==> src/rtl/rtc_lectura_seq_pkg.sv <==
// Shared definitions for the RTC time-readout sequencer.
//   T_PH / T_GAP : clocks per ADDR/DATA phase and per idle gap
//   N_XFER       : transactions per sequence (1 command + 9 reads)
//   ADDR_ROM     : register address of each transaction, index 0 = command
//   CMD_DATA     : byte written in the command transaction
//   phase_t      : bus-cycle engine states, seq_t : sequencer states
package rtc_pkg;

  localparam int T_PH   = 8;
  localparam int T_GAP  = 2;
  localparam int N_XFER = 10;

  localparam logic [7:0] CMD_DATA = 8'h00;

  // Packed, so entry 0 (the command address) is the rightmost byte.
  localparam logic [N_XFER-1:0][7:0] ADDR_ROM = {
    8'h43, 8'h42, 8'h41, 8'h26, 8'h25, 8'h24, 8'h23, 8'h22, 8'h21, 8'hF0
  };

  typedef enum logic [2:0] {
    PH_IDLE,
    PH_ADDR,
    PH_GAP1,
    PH_DATA,
    PH_GAP2
  } phase_t;

  typedef enum logic [1:0] {
    SEQ_IDLE,
    SEQ_RUN,
    SEQ_FIN
  } seq_t;

  // Out-of-range indices return 0 instead of reading past the table.
  function automatic logic [7:0] xfer_addr(input logic [3:0] idx);
    logic [7:0] a;
    a = 8'h00;
    if (idx < 4'(N_XFER)) a = ADDR_ROM[idx];
    return a;
  endfunction

endpackage

==> src/rtl/rtc_lectura_seq_if.sv <==
// RTC multiplexed AD bus.
//   ad_in  : byte from the RTC        ad_out : byte driven to the RTC
//   ad_oe  : 1 = drive ad_out         a_d    : 0 = address, 1 = data phase
//   cs, rd, wr : active-low strobes
// master = the sequencer side, slave = the RTC / bus model side.
interface rtc_lectura_seq_if;
  logic [7:0] ad_in;
  logic [7:0] ad_out;
  logic       ad_oe;
  logic       a_d;
  logic       cs;
  logic       rd;
  logic       wr;

  modport master (input ad_in, output ad_out, ad_oe, a_d, cs, rd, wr);
  modport slave  (output ad_in, input ad_out, ad_oe, a_d, cs, rd, wr);
endinterface

==> src/rtl/rtc_lectura_seq_bus_cycle.sv <==
// Phase timing engine: one ADDR -> GAP1 -> DATA -> GAP2 transaction per
// accepted request. A request is taken while idle or on the last GAP2
// clock, so consecutive transactions run with no dead cycle.
//   i_req / i_wr / i_addr / i_wdata : request, 1 = write, address, write byte
//   o_rdata  : byte captured on the last DATA clock of a read
//   o_rvalid : one-cycle pulse (first GAP2 clock) when o_rdata is fresh
//   o_done   : high on the last clock of the transaction
//   bus      : RTC bus, all strobes driven from flops
module rtc_bus_cycle
  import rtc_pkg::*;
(
  input  logic       clk,
  input  logic       reset,
  input  logic       i_req,
  input  logic       i_wr,
  input  logic [7:0] i_addr,
  input  logic [7:0] i_wdata,
  output logic [7:0] o_rdata,
  output logic       o_rvalid,
  output logic       o_done,
  rtc_lectura_seq_if.master bus
);

  phase_t     r_state, w_state_next;
  logic [3:0] r_cnt, w_cnt_next;
  logic       r_wr, r_cs, r_rd, r_wr_n, r_a_d, r_oe, r_rvalid;
  logic [7:0] r_addr, r_wdata, r_ad_out, r_rdata;
  logic       w_last, w_accept, w_capture;
  logic       w_cs, w_rd, w_wr_n, w_a_d, w_oe;
  logic [7:0] w_ad_out;

  always_comb begin
    w_last = 1'b0;
    case (r_state)
      PH_ADDR, PH_DATA: w_last = (r_cnt == 4'(T_PH - 1));
      PH_GAP1, PH_GAP2: w_last = (r_cnt == 4'(T_GAP - 1));
      default:          w_last = 1'b0;
    endcase
  end

  assign o_done    = (r_state == PH_GAP2) && w_last;
  assign w_accept  = i_req && ((r_state == PH_IDLE) || o_done);
  assign w_capture = (r_state == PH_DATA) && w_last && !r_wr;

  always_comb begin
    w_state_next = r_state;
    case (r_state)
      PH_IDLE: if (w_accept) w_state_next = PH_ADDR;
      PH_ADDR: if (w_last)   w_state_next = PH_GAP1;
      PH_GAP1: if (w_last)   w_state_next = PH_DATA;
      PH_DATA: if (w_last)   w_state_next = PH_GAP2;
      PH_GAP2: if (w_last)   w_state_next = w_accept ? PH_ADDR : PH_IDLE;
      default:               w_state_next = PH_IDLE;
    endcase
    // The counter restarts on every phase change, GAP2 -> ADDR included.
    if ((w_state_next != r_state) || (r_state == PH_IDLE)) w_cnt_next = 4'd0;
    else                                                   w_cnt_next = r_cnt + 4'd1;
  end

  // Bus outputs are decoded from the next state and registered, so the
  // pins change exactly on the phase boundary with no decode glitches.
  always_comb begin
    w_cs     = 1'b1;
    w_rd     = 1'b1;
    w_wr_n   = 1'b1;
    w_a_d    = 1'b0;
    w_oe     = 1'b0;
    w_ad_out = 8'h00;
    case (w_state_next)
      PH_ADDR: begin
        w_cs     = 1'b0;
        w_wr_n   = 1'b0;
        w_oe     = 1'b1;
        w_ad_out = w_accept ? i_addr : r_addr;
      end
      PH_DATA: begin
        w_cs  = 1'b0;
        w_a_d = 1'b1;
        if (r_wr) begin
          w_wr_n   = 1'b0;
          w_oe     = 1'b1;
          w_ad_out = r_wdata;
        end else begin
          w_rd = 1'b0;
        end
      end
      default: ;
    endcase
  end

  always_ff @(posedge clk) begin
    if (reset) begin
      r_state  <= PH_IDLE;
      r_cnt    <= 4'd0;
      r_wr     <= 1'b0;
      r_addr   <= 8'h00;
      r_wdata  <= 8'h00;
      r_cs     <= 1'b1;
      r_rd     <= 1'b1;
      r_wr_n   <= 1'b1;
      r_a_d    <= 1'b0;
      r_oe     <= 1'b0;
      r_ad_out <= 8'h00;
      r_rdata  <= 8'h00;
      r_rvalid <= 1'b0;
    end else begin
      r_state  <= w_state_next;
      r_cnt    <= w_cnt_next;
      if (w_accept) begin
        r_wr    <= i_wr;
        r_addr  <= i_addr;
        r_wdata <= i_wdata;
      end
      r_cs     <= w_cs;
      r_rd     <= w_rd;
      r_wr_n   <= w_wr_n;
      r_a_d    <= w_a_d;
      r_oe     <= w_oe;
      r_ad_out <= w_ad_out;
      if (w_capture) r_rdata <= bus.ad_in;
      r_rvalid <= w_capture;
    end
  end

  assign bus.cs     = r_cs;
  assign bus.rd     = r_rd;
  assign bus.wr     = r_wr_n;
  assign bus.a_d    = r_a_d;
  assign bus.ad_oe  = r_oe;
  assign bus.ad_out = r_ad_out;
  assign o_rdata    = r_rdata;
  assign o_rvalid   = r_rvalid;

endmodule

==> src/rtl/rtc_lectura_seq.sv <==
// RTC time-readout sequencer: on start, one command write (0xF0 <- 0x00)
// followed by nine register reads; each read byte goes to RAM slot 0..8.
//   clk, reset : clock, synchronous active-high reset
//   start      : one-cycle request, honoured only when idle
//   bus        : RTC AD bus (master side)
//   ram_addr / ram_wdata / ram_we : RAM write port, ram_we one cycle wide
//   busy       : sequence in progress, done : one-cycle end pulse
module rtc_lectura_seq
  import rtc_pkg::*;
(
  input  logic       clk,
  input  logic       reset,
  input  logic       start,
  rtc_lectura_seq_if.master bus,
  output logic [3:0] ram_addr,
  output logic [7:0] ram_wdata,
  output logic       ram_we,
  output logic       busy,
  output logic       done
);

  seq_t       r_seq, w_seq_next;
  logic [3:0] r_idx, w_idx_next, r_ram_addr;
  logic       r_busy, r_done, w_req, w_xfer_done, w_rvalid;
  logic [7:0] w_rdata;

  // The next request is issued on the same clock the current transaction
  // finishes, so the engine chains straight into the next ADDR phase.
  always_comb begin
    w_seq_next = r_seq;
    w_idx_next = r_idx;
    w_req      = 1'b0;
    case (r_seq)
      SEQ_IDLE: begin
        if (start) begin
          w_seq_next = SEQ_RUN;
          w_idx_next = 4'd0;
          w_req      = 1'b1;
        end
      end
      SEQ_RUN: begin
        if (w_xfer_done) begin
          if (r_idx == 4'(N_XFER - 1)) begin
            w_seq_next = SEQ_FIN;
          end else begin
            w_idx_next = r_idx + 4'd1;
            w_req      = 1'b1;
          end
        end
      end
      SEQ_FIN:  w_seq_next = SEQ_IDLE;
      default:  w_seq_next = SEQ_IDLE;
    endcase
  end

  always_ff @(posedge clk) begin
    if (reset) begin
      r_seq      <= SEQ_IDLE;
      r_idx      <= 4'd0;
      r_ram_addr <= 4'd0;
      r_busy     <= 1'b0;
      r_done     <= 1'b0;
    end else begin
      r_seq  <= w_seq_next;
      r_idx  <= w_idx_next;
      // Transaction n (n >= 1) reads RAM slot n-1; the slot is held for the
      // whole transaction so it is stable under the engine's write pulse.
      if (w_req && (w_idx_next != 4'd0)) r_ram_addr <= w_idx_next - 4'd1;
      r_busy <= (w_seq_next == SEQ_RUN);
      r_done <= (w_seq_next == SEQ_FIN);
    end
  end

  rtc_bus_cycle u_bus_cycle (
    .clk      (clk),
    .reset    (reset),
    .i_req    (w_req),
    .i_wr     (w_idx_next == 4'd0),
    .i_addr   (xfer_addr(w_idx_next)),
    .i_wdata  (CMD_DATA),
    .o_rdata  (w_rdata),
    .o_rvalid (w_rvalid),
    .o_done   (w_xfer_done),
    .bus      (bus)
  );

  assign ram_addr  = r_ram_addr;
  assign ram_wdata = w_rdata;
  assign ram_we    = w_rvalid;
  assign busy      = r_busy;
  assign done      = r_done;

endmodule

==> src/flat_wrapper.sv <==
// flat-port wrapper written by rule: the top's interface ports become plain ports
module rtc_lectura_seq_flat import rtc_pkg::*;
  (clk, reset, start, ram_addr, ram_wdata, ram_we, busy, done, bus_ad_in, bus_ad_out, bus_ad_oe, bus_a_d, bus_cs, bus_rd, bus_wr);
  rtc_lectura_seq_if bus_i ();
  input  logic clk;
  input  logic reset;
  input  logic start;
  output logic [3:0] ram_addr;
  output logic [7:0] ram_wdata;
  output logic ram_we;
  output logic busy;
  output logic done;
  input wire logic [$bits(bus_i.ad_in)-1:0] bus_ad_in;
  output wire logic [$bits(bus_i.ad_out)-1:0] bus_ad_out;
  output wire logic [$bits(bus_i.ad_oe)-1:0] bus_ad_oe;
  output wire logic [$bits(bus_i.a_d)-1:0] bus_a_d;
  output wire logic [$bits(bus_i.cs)-1:0] bus_cs;
  output wire logic [$bits(bus_i.rd)-1:0] bus_rd;
  output wire logic [$bits(bus_i.wr)-1:0] bus_wr;
  assign bus_i.ad_in = bus_ad_in;
  assign bus_ad_out = bus_i.ad_out;
  assign bus_ad_oe = bus_i.ad_oe;
  assign bus_a_d = bus_i.a_d;
  assign bus_cs = bus_i.cs;
  assign bus_rd = bus_i.rd;
  assign bus_wr = bus_i.wr;
  rtc_lectura_seq u_core (.clk(clk), .reset(reset), .start(start), .bus(bus_i), .ram_addr(ram_addr), .ram_wdata(ram_wdata), .ram_we(ram_we), .busy(busy), .done(done));
endmodule
==> config.mk <==
export PLATFORM = sky130hd
export DESIGN_NAME = rtc_lectura_seq_flat
export DESIGN_NICKNAME = d
export VERILOG_FILES = /design/src/rtl/rtc_lectura_seq_pkg.sv /design/src/rtl/rtc_lectura_seq_if.sv /design/src/rtl/rtc_lectura_seq_bus_cycle.sv /design/src/rtl/rtc_lectura_seq.sv /design/src/flat_wrapper.sv
export SDC_FILE = /design/constraint.sdc
export NUM_CORES = 1
export LEC_CHECK = 0
export CAP_MARGIN = 15
export CORE_MARGIN = 1
export CORE_UTILIZATION = 55
export CTS_CLUSTER_DIAMETER = 60
export DETAILED_ROUTE_END_ITERATION = 8
export DONT_BUFFER_PORTS = 1
export PLACE_DENSITY = 0.69
export SYNTH_ARGS = -nofsm -noshare
export SYNTH_HDL_FRONTEND = slang
export SYNTH_SLANG_ARGS = --single-unit
==> constraint.sdc <==
create_clock -name clk -period 6 [get_ports clk]
set_clock_uncertainty 0.05 [all_clocks]
set_input_delay 0.6 -clock clk [delete_from_list [all_inputs] [get_ports clk]]
set_output_delay 0.6 -clock clk [all_outputs]
set_load 0.02 [all_outputs]
==> impl_metrics.csv <==
group,metric,value,unit
clock_network,cts_made_buffers,5,
setup_path,rr_startpoint,"u_core.u_bus_cycle.r_state[2]",
die,io_pins,39,
timing,final_max_slew_viol_count,0,
clock_network,path_clk_slew,90,ps
clock_network,cts_root_buf,"clkbuf_8",
route,drt_iter0_drc,57,
pwr,p_per_area,255,nW/um2
final_layout,finalNonFillerCells,276,
status,outcome,"finished clean",
timing,hold_ws,302,ps
final_layout,nNetsFinal,246,
setup_path,reg2reg_slack,3050,ps
synthesis,yosysMostFrequentCell,"dfxtp_1",
setup_path,r2r_cells,6,
timing,rsz0062_at_grt,"no",
global_route,overflow,0,
global_route,antenna_found_initial,0,
synthesis,synth-seq-cells,50,
clock_network,cts_buffer_depth,2,
setup_path,cp-end-kind,"register",
setup_path,crit_arrival,3110,ps
die,core_area,3770,um2
die,initial_utilization,59.2,%
global_route,grt_use_met3,5.56,%
global_route,track_usage,21.9,%
synthesis,synth.cell_area,2230,um2
synthesis,synth.distinct_cells,57,
clock_network,cts.htree.levels,2,
die,die_area,4320,um2
global_route,top_usage_layer,"met2",
clock_network,post_cts_resize_count,0,
place,hpwlAfterDp,3020,um
final_layout,nFillCells,338,
synthesis,yosysSeqAreaShare,44.9,%
route,drt-vias-per-instance,5.79,
hold_path,holdPathStages,1,
hold_path,hold_path_class,"in -> reg",
route,via_count,1597,
die,die_h,65.7,um
synthesis,synth_edf_count,0,
setup_path,critPathMaxFanout,12,
synthesis,postSynthAreaPerCell,9.66,um2
route,wl,4190,um
clock_network,cts_tree,"built",
place,numPortBuffers,0,
pwr,p_leak,0.866,nW
final_layout,seq_area,1000,um2
timing,max_freq,339,MHz
hold_path,hold_start,"reset",
synthesis,synth_common_cells,"dfxtp_1, nor2_1, inv_1",
route,drtAntennaViolNets,0,
synthesis,async_flop_share,0,%
setup_path,critPathLaunchType,"register",
final_layout,multi_input_area,1120,um2
global_route,grtUsageMet2,35.3,%
flow_run,max_cap_violations,0,
hold_path,min_to,"u_core.u_bus_cycle.o_rdata[5]",
place,dp_cells,268,
final_layout,drive_gt1_share,11.8,%
synthesis,synth_cells,231,
timing,finalCritPeriodShare,49.2,%
setup_path,crit_type,"reg -> reg",
die,die_w,65.7,um
final_layout,syn2layout_area_growth,3.53,%
die,placement_rows,22,
global_route,first_global_vias,1541,
synthesis,synthFlopType,"dfxtp_1",
pwr,max-vdd-ir-drop,0.217,mV
clock_network,holdBufCountCts,0,
final_layout,antennaDiodeCount,0,
timing,final.setup.tns,0,ps
clock_network,cts_setup_buffers,0,
place,routabilityCongestion,0.838,
timing,slew_headroom,21.9,%
clock_network,insertion_delay,300,ps
synthesis,yosys.area.top_type,"dfxtp_1",
global_route,grt_max_degree,36,
route,drt-wirelength-per-cell,15.2,um
timing,finalHoldViolCount,0,
route,first_pass_iters,4,
synthesis,synth.net_count,250,
timing,tightest_slew,1170,ps
global_route,grtUsageMet1,26.2,%
pwr,power,589,uW
route,drc,0,
clock_network,cts.sinks,50,
setup_path,critPathRequiredTime,6160,ps
global_route,grt_pass1_wl,7040,um
timing,setup-violations-final,0,
setup_path,r2r_end,"u_core.ram_addr[2]",
synthesis,synth_area_leaders,"dfxtp_1, nor2_1, ha_1",
timing,fin_crit,2950,ps
synthesis,synth-warning-count,0,
synthesis,yosys.area.top_type_share,44.9,%
[routing by layer]
metal / wire length, um / share of wire, %
met1: 1860 / 44
met2: 2040 / 49
met3: 163 / 3.9
met4: 126 / 3.0
met5: 0 / 0
[cell families after synthesis]
| family | after synthesis | share of synthesized area [%] |
|---|---|---|
| simple gates | 94 | 22.2 |
| flops | 50 | 44.9 |
| compound gates | 42 | 16.8 |
| buf+inv | 22 | 5.05 |
| mux | 10 | 4.71 |
| fa+ha+maj | 8 | 4.49 |
| xor+xnor | 5 | 1.96 |
[area by class of cell]
cell class,count,share of cell area [%]
clock buffers,5,2.98
multi-input cells,159,48.4
flip-flops and latches,50,43.3
well taps,48,2.60
clock inverters,3,0.921
inverters,11,1.79
[through the flow]
stage | instance area [um2] | setup slack [ps] | util [%]
after global placement | 2220 | 3270 | 58.9
after CTS | 2310 | 3060 | 61.2
after global routing | 2310 | 2810 | 61.2
final | 2310 | 3050 | 61.2
after floorplan | 2230 | 3440 | -
after detailed placement | 2220 | 3160 | 58.9
[registers in the layout, indices dropped and copies added, names as in the netlist, 2 cells and up]
register	count
u_core.u_bus_cycle.o_rdata	8
u_core.u_bus_cycle.bus.ad_out	8
u_core.r_seq	2
u_core.r_idx	4
u_core.u_bus_cycle.r_addr	8
u_core.u_bus_cycle.r_state	3
u_core.ram_addr	4
u_core.u_bus_cycle.r_cnt	4
[placed cells by master, fill, tap and decap left out, types with 4 or more instances in the layout]
cell type / instances
a211oi_1: 6
a21oi_1: 8
a31oi_1: 4
clkbuf_8: 5
dfxtp_1: 50
ha_1: 8
inv_1: 11
mux2i_1: 9
nand2_1: 9
nand3_1: 5
nor2_1: 46
nor3_1: 4
nor4_1: 4
[worst max-delay path by stage]
stage / from / endpoint / slack (ps) / depth (start not counted)
3_3_place_gp: u_core.r_idx[0] / u_core.u_bus_cycle.bus.ad_out[6] / 3270 / 8
5_1_grt: u_core.u_bus_cycle.r_state[2] / u_core.ram_addr[2] / 2810 / 6
4_1_cts: u_core.u_bus_cycle.r_state[2] / u_core.ram_addr[2] / 3060 / 6
6_report: u_core.u_bus_cycle.r_state[2] / u_core.ram_addr[2] / 3050 / 6
2_1_floorplan: u_core.r_idx[0] / u_core.u_bus_cycle.bus.ad_out[6] / 3440 / 8
3_5_place_dp: u_core.r_idx[0] / u_core.u_bus_cycle.bus.ad_out[6] / 3160 / 8
[worst max-delay path: stages, from the launching register on]
cell	delay, ps
dfxtp_1	550
nor3b_2	430
nand4_1	280
mux2i_1	580
ha_1	430
ha_1	300
a211oi_1	240
[power by group]
| part | internal [mW] | total (mW) | switching [mW] |
|---|---|---|---|
| registers | 0.343 | 0.357 | 0.0140 |
| clock network | 0.0820 | 0.194 | 0.112 |
| logic | 0.0146 | 0.0383 | 0.0237 |
| total | 0.439 | 0.589 | 0.149 |
(Power assumes the default switching activity.)
